--- config.mk ---
export PLATFORM = sky130hd
export DESIGN_NAME = crc16_req_scheduler
export DESIGN_NICKNAME = d
export VERILOG_FILES = /design/src/rtl/crc_sched_pkg.sv /design/src/rtl/rr_arbiter_nreq.sv /design/src/rtl/crc16_req_scheduler.sv
export SDC_FILE = /design/constraint.sdc
export NUM_CORES = 1
export LEC_CHECK = 0
export BUFFER_PORTS_ARGS = -buffer_cell sky130_fd_sc_hd__buf_2
export CORE_AREA = 4 4 206 208
export CTS_CLUSTER_SIZE = 40
export DETAILED_ROUTE_END_ITERATION = 7
export DIE_AREA = 0 0 210 212
export SYNTH_ARGS = -nofsm -noshare
export SYNTH_HDL_FRONTEND = slang
export SYNTH_HIERARCHICAL = 1
export SYNTH_SLANG_ARGS = --single-unit
--- constraint.sdc ---
create_clock -name i_clk -period 5.9 [get_ports i_clk]
set_input_delay 0 -clock i_clk [delete_from_list [all_inputs] [get_ports i_clk]]
set_output_delay 0 -clock i_clk [all_outputs]
set_load 0.1 [all_outputs]
--- src/rtl/crc_sched_pkg.sv ---
// crc_sched_pkg: shared widths and scheduler state encoding
package crc_sched_pkg;
    localparam int DATA_W = 96;
    localparam int CRC_W  = 16;
    typedef enum logic [1:0] {ST_IDLE, ST_LAUNCH, ST_WAIT, ST_RESP} state_t;
endpackage

--- src/rtl/rr_arbiter_nreq.sv ---
// rr_arbiter_nreq: combinational round-robin pick of the first requester at or after ptr
module rr_arbiter_nreq
    import crc_sched_pkg::*;
#(
    parameter int NREQ  = 4,
    parameter int PTR_W = $clog2(NREQ)
) (
    input  logic [NREQ-1:0]  i_req,
    input  logic [PTR_W-1:0] i_ptr,
    output logic [NREQ-1:0]  o_grant,
    output logic [PTR_W-1:0] o_idx
);
    // scan farthest-to-nearest so the requester closest to ptr overwrites the others
    always_comb begin
        o_idx = '0;
        for (int k = NREQ - 1; k >= 0; k--) begin
            if (i_req[(int'(i_ptr) + k) % NREQ]) o_idx = PTR_W'((int'(i_ptr) + k) % NREQ);
        end
        o_grant = (|i_req) ? (NREQ'(1) << o_idx) : '0;
    end
endmodule

--- src/rtl/crc16_req_scheduler.sv ---
// crc16_req_scheduler: shares one CRC16 engine among NREQ requesters, round-robin, with timeout
module crc16_req_scheduler
    import crc_sched_pkg::*;
#(
    parameter int NREQ    = 4,
    parameter int TIMEOUT = 64
) (
    input  logic                   i_clk,
    input  logic                   i_rst_n,
    input  logic [NREQ-1:0]        i_req_valid,
    input  logic [NREQ*DATA_W-1:0] i_req_data,
    output logic [NREQ-1:0]        o_req_ready,
    output logic [NREQ-1:0]        o_rsp_valid,
    output logic [CRC_W-1:0]       o_rsp_crc,
    output logic                   o_rsp_err,
    output logic                   o_busy,
    output logic                   o_crc_start,
    output logic [DATA_W-1:0]      o_crc_data,
    input  logic                   i_crc_valid,
    input  logic [CRC_W-1:0]       i_crc_result
);
    localparam int PTR_W = $clog2(NREQ);
    localparam int CNT_W = $clog2(TIMEOUT);

    state_t            r_state;
    logic [PTR_W-1:0]  r_ptr;
    logic [PTR_W-1:0]  r_gnt;
    logic [CNT_W-1:0]  r_cnt;
    logic [DATA_W-1:0] r_data;
    logic [NREQ-1:0]   r_rsp_valid;
    logic [CRC_W-1:0]  r_rsp_crc;
    logic              r_rsp_err;
    logic              r_busy;
    logic              r_crc_start;
    logic [NREQ-1:0]   w_grant;
    logic [PTR_W-1:0]  w_idx;
    logic [NREQ-1:0]   w_gnt_oh;
    logic              w_xfer;

    rr_arbiter_nreq #(.NREQ(NREQ), .PTR_W(PTR_W)) u_arb (
        .i_req   (i_req_valid),
        .i_ptr   (r_ptr),
        .o_grant (w_grant),
        .o_idx   (w_idx)
    );

    // ready is only offered in IDLE and is held low while reset is asserted
    assign o_req_ready = (r_state == ST_IDLE && i_rst_n) ? w_grant : '0;
    assign w_xfer      = |(i_req_valid & o_req_ready);
    assign w_gnt_oh    = NREQ'(1) << r_gnt;
    assign o_rsp_valid = r_rsp_valid;
    assign o_rsp_crc   = r_rsp_crc;
    assign o_rsp_err   = r_rsp_err;
    assign o_busy      = r_busy;
    assign o_crc_start = r_crc_start;
    assign o_crc_data  = r_data;

    // job FSM: accept, launch engine, wait for result or timeout, respond
    always_ff @(posedge i_clk or negedge i_rst_n) begin
        if (!i_rst_n) begin
            r_state     <= ST_IDLE;
            r_ptr       <= '0;
            r_gnt       <= '0;
            r_cnt       <= '0;
            r_data      <= '0;
            r_rsp_valid <= '0;
            r_rsp_crc   <= '0;
            r_rsp_err   <= 1'b0;
            r_busy      <= 1'b0;
            r_crc_start <= 1'b0;
        end else begin
            case (r_state)
                ST_IDLE: begin
                    if (w_xfer) begin
                        r_data      <= i_req_data[int'(w_idx)*DATA_W +: DATA_W];
                        r_gnt       <= w_idx;
                        r_busy      <= 1'b1;
                        r_crc_start <= 1'b1;
                        r_state     <= ST_LAUNCH;
                    end
                end
                ST_LAUNCH: begin
                    r_crc_start <= 1'b0;
                    r_cnt       <= '0;
                    r_state     <= ST_WAIT;
                end
                ST_WAIT: begin
                    r_cnt <= r_cnt + 1'b1;
                    if (i_crc_valid) begin
                        r_rsp_valid <= w_gnt_oh;
                        r_rsp_crc   <= i_crc_result;
                        r_rsp_err   <= 1'b0;
                        r_state     <= ST_RESP;
                    end else if (r_cnt == CNT_W'(TIMEOUT - 1)) begin
                        r_rsp_valid <= w_gnt_oh;
                        r_rsp_crc   <= '0;
                        r_rsp_err   <= 1'b1;
                        r_state     <= ST_RESP;
                    end
                end
                ST_RESP: begin
                    r_rsp_valid <= '0;
                    r_rsp_crc   <= '0;
                    r_rsp_err   <= 1'b0;
                    r_busy      <= 1'b0;
                    r_ptr       <= (r_gnt == PTR_W'(NREQ - 1)) ? '0 : r_gnt + 1'b1;
                    r_state     <= ST_IDLE;
                end
                default: r_state <= ST_IDLE;
            endcase
        end
    end
endmodule

Word level (Yosys, flattened, before mapping). Cells that the tools add are included.

Flip-flop bits (word level): 131. Input bits: 407. Output and inout bits: 123. Logic and storage cells: 85.

Add/sub/neg operators: 5. Multiply operators: 1. Order comparisons: 4. Equal/unequal tests: 7. Shift operators: 3. Multiplexer cells: 35. Bitwise logic cells: 4. Reductions and logical operators: 16.

Operator list (count): variable part select 384 x 10 -> 96 bit (1); 2-to-1 mux 16 bit (2); case mux 16 bit (2 select lines) (1); 2-to-1 mux 2 bit (8); 2-to-1 mux 4 bit (4); < comparator 3 x 4 -> 1 bit (second input constant) (3); case mux 6 bit (2 select lines) (1); 2-to-1 mux 1 bit (10); AND reduction 2 bit (5); binary-select mux 1 bit (select 2 bit) (4); case mux 2 bit (4 select lines) (1); case mux 4 bit (2 select lines) (1); nonzero test 2 bit (4); OR reduction 4 bit (2); << shifter 1 x 2 -> 4 bit (first input constant) (2); adder 6 x 1 -> 6 bit (second input constant) (1); == test 2 bit (second input constant) (3); == test 6 bit (second input constant) (1); case mux 1 bit (2 select lines) (3); OR reduction 2 bit (3); adder 2 x 1 -> 2 bit (second input constant) (2); adder 2 bit (second input constant) (2); AND 4 bit (1); multiplier 2 x 2 -> 4 bit (second input constant) (1); other kinds (7) (9).

Longest topological paths before layout. Gate-level depths: netlist of run 1.

Word-level depth: 17. Mapped depth: 10. Depth with buffers taken out: 7.

Cells and area by module. Netlist of run 1, hierarchy kept.

Modules (own cells, without submodules): crc16_req_scheduler (times used 1, cells each 494, area an instance 7609.8 sq um, seq. area each 3278.1 sq um); rr_arbiter_nreq (times used 1, cells each 31, area an instance 203.9 sq um, seq. area each 0.0 sq um).

Least setup slack after synthesis of run 1. No wires, ideal clock.

Path type: register to register. Start: reg r_ptr[1]. End: reg r_data[0] (netlist: o_crc_data[0]). Library setup time: 125 ps. Arrival: 2115 ps. Slack: 3660 ps. Cell stages (with the launch flop): 9. Path through: dfrtp_1 > buf_6 > a21boi_0 > o22ai_1 > a31oi_1 > buf_6 > buf_2 > mux4_2 > mux2_2.

Word-level cells in the longest chain between the ends: 14. Elaborated cells on any way between the ends: 26. Classes of those cells: 3 x add/sub; 1 x mul; 2 x shift; 17 x mux; 1 x bitwise; 2 x reduce/logical.

Ends and longest elaborated chain: from (decl) (line crc16_req_scheduler.sv:26) `logic [PTR_W-1:0] r_ptr;`; from (signal assigned) (line crc16_req_scheduler.sv:106) `r_ptr <= (r_gnt == PTR_W'(NREQ - 1)) ? '0 : r_gnt + 1'b1;`; adder 2 bit (line rr_arbiter_nreq.sv:17) `if (i_req[(int'(i_ptr) + k) % NREQ]) o_idx = PTR_W'((int'(i_ptr) + k) % NREQ);`; binary-select mux 1 bit (select 2 bit) (line rr_arbiter_nreq.sv:17); 2-to-1 mux 1 bit (not written as such) (2 in series) (line rr_arbiter_nreq.sv:17); 2-to-1 mux 2 bit (3 in series) (line rr_arbiter_nreq.sv:17); 2-to-1 mux 2 bit (*) (line rr_arbiter_nreq.sv:17); via w_idx[0] (line crc16_req_scheduler.sv:36) `logic [PTR_W-1:0] w_idx;`; parallel branches: the longest is 6 deep, another holds multiplier 2 x 2 -> 4 bit; to (signal assigned) (line crc16_req_scheduler.sv:75) `r_data <= i_req_data[int'(w_idx)*DATA_W +: DATA_W];`; to (decl) (line crc16_req_scheduler.sv:29) `logic [DATA_W-1:0] r_data;`.

Mark *: on every way through the listed nets, which the timed path passes. The select of a mux whose other input is x is not followed. A chain may end at the register's enable or synchronous reset.

Worst setup path in the final report of run 1.
Start: reg r_ptr[1]. End: reg r_data[6] (netlist: o_crc_data[6]).

Same word-level chain as after synthesis.

==> impl_metrics.tcl, run 1 <==
set metrics [dict create \
    ys_ff_latch 131 \
    cts_buffers 17 \
    synthTopCellsByArea "dfrtp_1, mux4_2, mux2_2, o21ai_0, nand4b_1" \
    synth.distinct_cells 38 \
    cp_max_fo 43 \
    status "completed" \
    critPathLaunchType "register" \
    dieArea_mm2 0.0445 \
    endpoint_kind "register" \
    cts_tree "done" \
    cp_slowest_cell "buf_4" \
    path_depth 8 \
    post-synth-top-count-cell "dfrtp_1" \
    cts_sinks 131 \
    drv_cap 0 \
    synth_area_mm2 0.00781 \
    power_density_mw_per_mm2 613 \
    overflow 0 \
    tns_ns 0 \
    crit_type "reg2reg" \
    fin_skew_ns 0.0115 \
    htree_num_levels 4 \
    grt_pass1_wl_mm 46.7 \
    min_from "i_req_data[50]" \
    yosys.area.top_type_share 0.420 \
    synth_nets 942 \
    tightest_slew_ns 1.23 \
    syn_to_final_growth_pct 69.7 \
    grtUsageTotal 0.137 \
    ir_drop_mv 0.417 \
    portBuffers 529 \
    io_pins 530 \
    drc_errors 0 \
    ant_nets 0 \
    power_uw 8130 \
    startpoint "r_ptr[1]" \
    drt_iter0_markers 448 \
    avgSynthCellArea_um2 14.9 \
    nets 1625 \
    initial_core_util 0.193 \
    netlist_top_cells_count "dfrtp_1, mux4_2, mux2_2" \
    fin_cells 1757 \
    crit_required_ns 6.21 \
    rsz0062_at_grt "false" \
    hp-class "in2reg" \
    firstDrtPassIters 4 \
    fmaxAchievable_mhz 276 \
    clk_pin_slew_ns 0.06 \
    period_share 0.614 \
    maxSlewViolCount 0 \
    die_x_um 210 \
    root_buffer "clkbuf_16" \
    ys_warn_count 6 \
    synthArstFlopShare 1.00 \
    placed_cells 1548 \
    synthFlopType "dfrtp_1" \
    synth-edff-count 0 \
    dpl.hpwl_mm 25.0 \
    synthCells 525 \
    wl_per_cell_um 18.4 \
    path_cells "mux2i_1, o22ai_1, a31oi_4, buf_4, buf_4, mux4_2, dlygate4sd3_1, mux2_2" \
    layout-drive-gt1-share 0.631 \
    hold_ws_ns 0.0342 \
    reg2regPathDepth 8 \
    via_per_inst 4.37 \
    die_h_um 212 \
    grt_max_degree 74 \
    hold_viol_final 0 \
    r2r_start "r_ptr[1]" \
    crit_arrival_ns 3.94 \
    ys_seq_area_frac 0.420 \
    wirelength_mm 32.4 \
    dr_total_vias 7673 \
    first_global_vias 8271 \
    period_needed_ns 3.62 \
    cpPeakStageDelay_ns 0.65 \
    clockBufferDepth 2 \
    path_buf_inv 3 \
    postLayoutCoreUtil 0.327 \
    leakagePower_uw 0.00622 \
    yosysTopAreaCell "dfrtp_1" \
    path_delay_family "buffers and inverters" \
    core_area_mm2 0.0406 \
    cpMostUsedCell "buf_4" \
    clk_latency_ns 0.43 \
    slew_headroom 0.179 \
    place.gp.congestion 0.865 \
    whs_path_depth 3 \
    antenna_found_initial 12 \
    setup_violations 0 \
    fp-row-count 74 \
]
-- stage by stage --
step | area, um2 | setup slack (ns)
finish | 13300 | 2.28
global route | 13300 | 2.00
CTS | 13300 | 2.24
detailed placement | 10900 | 2.69
global placement | 10900 | 2.74
floorplan | 7810 | 3.66
-- sequential cells by signal (all words and copies together) (netlist names) --
register,cells
r_ptr,2
o_rsp_crc,16
o_busy,1
o_rsp_valid,4
r_gnt,2
o_crc_start,1
o_crc_data,96
r_state,2
o_rsp_err,1
r_cnt,6
-- report_power, final --
group / leakage (uW) / internal, uW / switching (uW)
Clock: 0.000280 / 624 / 438
Sequential: 0.00162 / 1300 / 240
Combinational: 0.00432 / 1590 / 3930
-- routing by layer --
metal,wire [um],GRT usage
met1,12000,0.152
met2,16800,0.246
met3,2570,0.0463
met4,958,0.0518
met5,74,0
-- cell type report --
class / instances / area, um2
Timing Repair Buffer: 712 / 4460
Fill cell: 4112 / 27300
Clock buffer: 17 / 425
Multi-Input combinational cell: 329 / 4200
Antenna cell: 4 / 10.0
Sequential cell: 131 / 3280
Clock inverter: 15 / 155
Inverter: 17 / 63.8
Tap cell: 532 / 666
-- final timing paths --
path                                   to  slack (ns)
hold reg to reg              o_rsp_crc[8]        0.49
hold / removal             o_crc_data[50]        0.03
max in group asynchronous    o_rsp_crc[4]        4.33
min in group asynchronous        r_cnt[5]        0.15
setup reg to reg            o_crc_data[6]        2.28
setup / recovery            o_crc_data[6]        2.28
-- cell usage in the layout (no fill, tap or decap), types with 3 or more instances in the layout --
| cell | synthesis | final |
|---|---|---|
| a21oi_1 | 8 | 8 |
| a22o_1 | 3 | 3 |
| and3_1 | 5 | 5 |
| buf_2 | 21 | 528 |
| buf_4 | 2 | 10 |
| clkbuf_16 | 0 | 17 |
| clkinv_2 | 0 | 4 |
| clkinv_4 | 0 | 3 |
| clkinvlp_4 | 0 | 3 |
| dfrtp_1 | 131 | 131 |
| diode_2 | 0 | 4 |
| dlygate4sd3_1 | 0 | 173 |
| ha_1 | 10 | 10 |
| inv_1 | 17 | 17 |
| inv_6 | 0 | 3 |
| mux2_2 | 93 | 93 |
| mux2_4 | 5 | 5 |
| mux2i_1 | 3 | 3 |
| mux4_2 | 96 | 96 |
| nand2_1 | 21 | 21 |
| nand4b_1 | 16 | 16 |
| nor2_1 | 11 | 11 |
| o21ai_0 | 31 | 31 |
| o41ai_1 | 5 | 5 |
-- timing repair --
item | 4_1_cts | 5_1_grt
hold endpoints to repair | 157 | 0
setup buffers | 0 | 0
hold buffers | 173 | 0
resized for setup | 0 | 0
-- worst reg2reg max path, delay by kind of cell, from the launching register on --
kind,cells,cell delay [ns]
AO/OA/AOI/OAI,2,0.32
buffers and inverters,3,1.47
flip-flops,1,0.56
multiplexers,3,1.15
-- cell families (layout without fill, tap and decap cells) --
kind of cell / count (synthesis) / after routing / share of synthesized area
AO/OA/AOI/OAI: 61 / 61 / 0.0495
XOR/XNOR: 1 / 1 / 0.00112
adder cells (fa/ha/maj): 10 / 10 / 0.0160
buffers and inverters: 65 / 761 / 0.0469
flip-flops: 131 / 131 / 0.420
multiplexers: 197 / 197 / 0.424
other: 0 / 4 / 0
AND/OR/NAND/NOR: 60 / 60 / 0.0428
No activity file was read; power rests on OpenSTA's default activity.
==> inputs of run 2 (changes only) <==
clock period = 3 ns   (was 5.9 ns; I/O delays follow)
==> run 2 against run 1 <==
Against the previous run:
- hold slack got worse by 0.0082 ns
- clock power increased by 120%
- clock skew increased by 0.0040 ns
- core utilization increased by 3.4 points
- design area increased by 10%
- sequential share of layout area decreased by 2.3 points
- critical endpoint is now o_crc_data[43]
==> impl_metrics.tcl, run 2 (synthesis gave the netlist of run 1 again) <==
set metrics [dict create \
    fin_skew_ns 0.0155 \
    endpoint_kind "register" \
    drt_iter0_markers 448 \
    die_x_um 210 \
    cts_sinks 131 \
    hp-class "in2reg" \
    maxSlewViolCount 0 \
    grt.met3_usage 0.0606 \
    cp_max_fo 9 \
    grt_util_met1 0.165 \
    whs_path_depth 3 \
    rsz0062_at_grt "false" \
    reg2regPathDepth 8 \
    overflow 0 \
    hold_viol_final 0 \
    wirelength_mm 36.0 \
    final_common_cell "buf_2" \
    fmaxAchievable_mhz 349 \
    period_share 0.954 \
    drv_cap 0 \
    path_buf_inv 3 \
    first_global_vias 9303 \
    fillers 3887 \
    r2r_end "o_crc_data[43]" \
    drc_errors 0 \
    core_area_mm2 0.0406 \
    cts_tree "done" \
    leakagePower_uw 0.00680 \
    fp-row-count 74 \
    cts_buffers 17 \
    root_buffer "clkbuf_16" \
    reg2reg_setup_slack_ns 0.14 \
    tightest_slew_ns 1.23 \
    via_per_inst 4.39 \
    dieArea_mm2 0.0445 \
    initial_core_util 0.193 \
    placed_cell_area_mm2 0.0111 \
    multi_input_area_mm2 0.00420 \
    clk_pin_slew_ns 0.06 \
    largest_register_ffs 96 \
    grt_max_degree 86 \
    htree_num_levels 4 \
    ir_drop_mv 1.15 \
    min_from "i_req_data[247]" \
    crit_type "reg2reg" \
    startpoint "r_ptr[1]" \
    place.gp.congestion 0.866 \
    period_needed_ns 2.86 \
    nets 1748 \
    dr_total_vias 8249 \
    grtUsageTotal 0.155 \
    io_pins 530 \
    power_density_mw_per_mm2 1100 \
    wl_per_cell_um 19.1 \
    hold_end "o_crc_data[55]" \
    ant_nets 0 \
    syn_to_final_growth_pct 87.5 \
    firstDrtPassIters 4 \
    dpl.hpwl_mm 25.6 \
    layout_common_cells "buf_2, dlygate4sd3_1, dfrtp_1" \
    r2r_start "r_ptr[1]" \
    setup_violations 0 \
    cpPeakStageDelay_ns 0.56 \
    critPathLaunchType "register" \
    antenna_found_initial 7 \
    path_delay_family "multiplexers" \
    met2_usage 0.271 \
    crit_arrival_ns 3.17 \
    clockBufferDepth 2 \
    status "completed" \
    cp_slowest_cell "dlygate4sd3_1" \
    portBuffers 529 \
    busiest_layer "met2" \
    clk_latency_ns 0.43 \
    grt_pass1_wl_mm 52.9 \
    layout-drive-gt1-share 0.579 \
    seqCellArea_mm2 0.00328 \
    crit_required_ns 3.30 \
    design_area_mm2 0.0147 \
    slew_headroom 0.174 \
    path_cells "mux2i_1, o22ai_1, a31oi_4, buf_12, buf_4, mux4_2, dlygate4sd3_1, mux2_2" \
    tns_ns 0 \
    die_h_um 212 \
]
==> run 2: metrics by stage <==
| step | setup WS [ns] | instances | hold slack (ns) | total power (uW) | util |
|---|---|---|---|---|---|
| after global placement | 0.447 | 1552 | -0.0211 | 13300 | 0.273 |
| after floorplan | 0.760 | 525 | -0.296 | 11300 | - |
| after CTS | 0.00652 | 1872 | 0.0000821 | 16200 | 0.360 |
| after global routing | 0.0385 | 1878 | 0.0111 | 16800 | 0.361 |
| final | 0.137 | 1880 | 0.0260 | 16100 | 0.361 |
| after detailed placement | 0.396 | 1552 | -0.0127 | 13400 | 0.273 |
==> run 2: worst reg2reg max path, stage by stage, from the launching register on <==
cell and delay [ns]:
dfrtp_2 0.45, mux2i_1 0.22, o22ai_1 0.14, a31oi_4 0.24, buf_12 0.19, buf_4 0.17
mux4_2 0.50, dlygate4sd3_1 0.56, mux2_2 0.27
==> run 2: worst max-delay path by stage <==
stage	endpoint	slack, ns	cells past startpoint
floorplan	o_crc_data[0]	0.76	8
global placement	o_crc_data[21]	0.45	7
CTS	o_crc_data[45]	0.007	8
finish	o_crc_data[43]	0.14	8
detailed placement	o_crc_data[53]	0.40	7
global route	o_crc_data[45]	0.04	8
==> run 2: repair_timing <==
| action | 4_1_cts | 5_1_grt |
|---|---|---|
| gates resized for setup | 0 | 2 |
| setup endpoints to repair | 0 | 2 |
| hold buffers | 289 | 0 |
| hold endpoints to repair | 147 | 0 |
| buffers inserted | 0 | 3 |
==> run 2: layout make-up <==
class / instances / area share
multi-input cells: 329 / 0.287
clock inverters: 12 / 0.0137
inverters: 17 / 0.00436
repair buffers: 835 / 0.394
clock buffers: 19 / 0.0309
diodes: 5 / 0.000854
well taps: 532 / 0.0454
flip-flops and latches: 131 / 0.224
==> run 2: per-layer routing <==
layer | vias to the layer above | wire (um)
met5 | - | 33
met4 | 6 | 1500
met3 | 85 | 3150
met2 | 426 | 18400
met1 | 4042 | 12900
li1 | 3690 | -
==> run 2: report_power, final <==
group | internal [uW] | switching [uW]
clock | 1520 | 864
combinational | 2960 | 7750
sequential | 2570 | 482
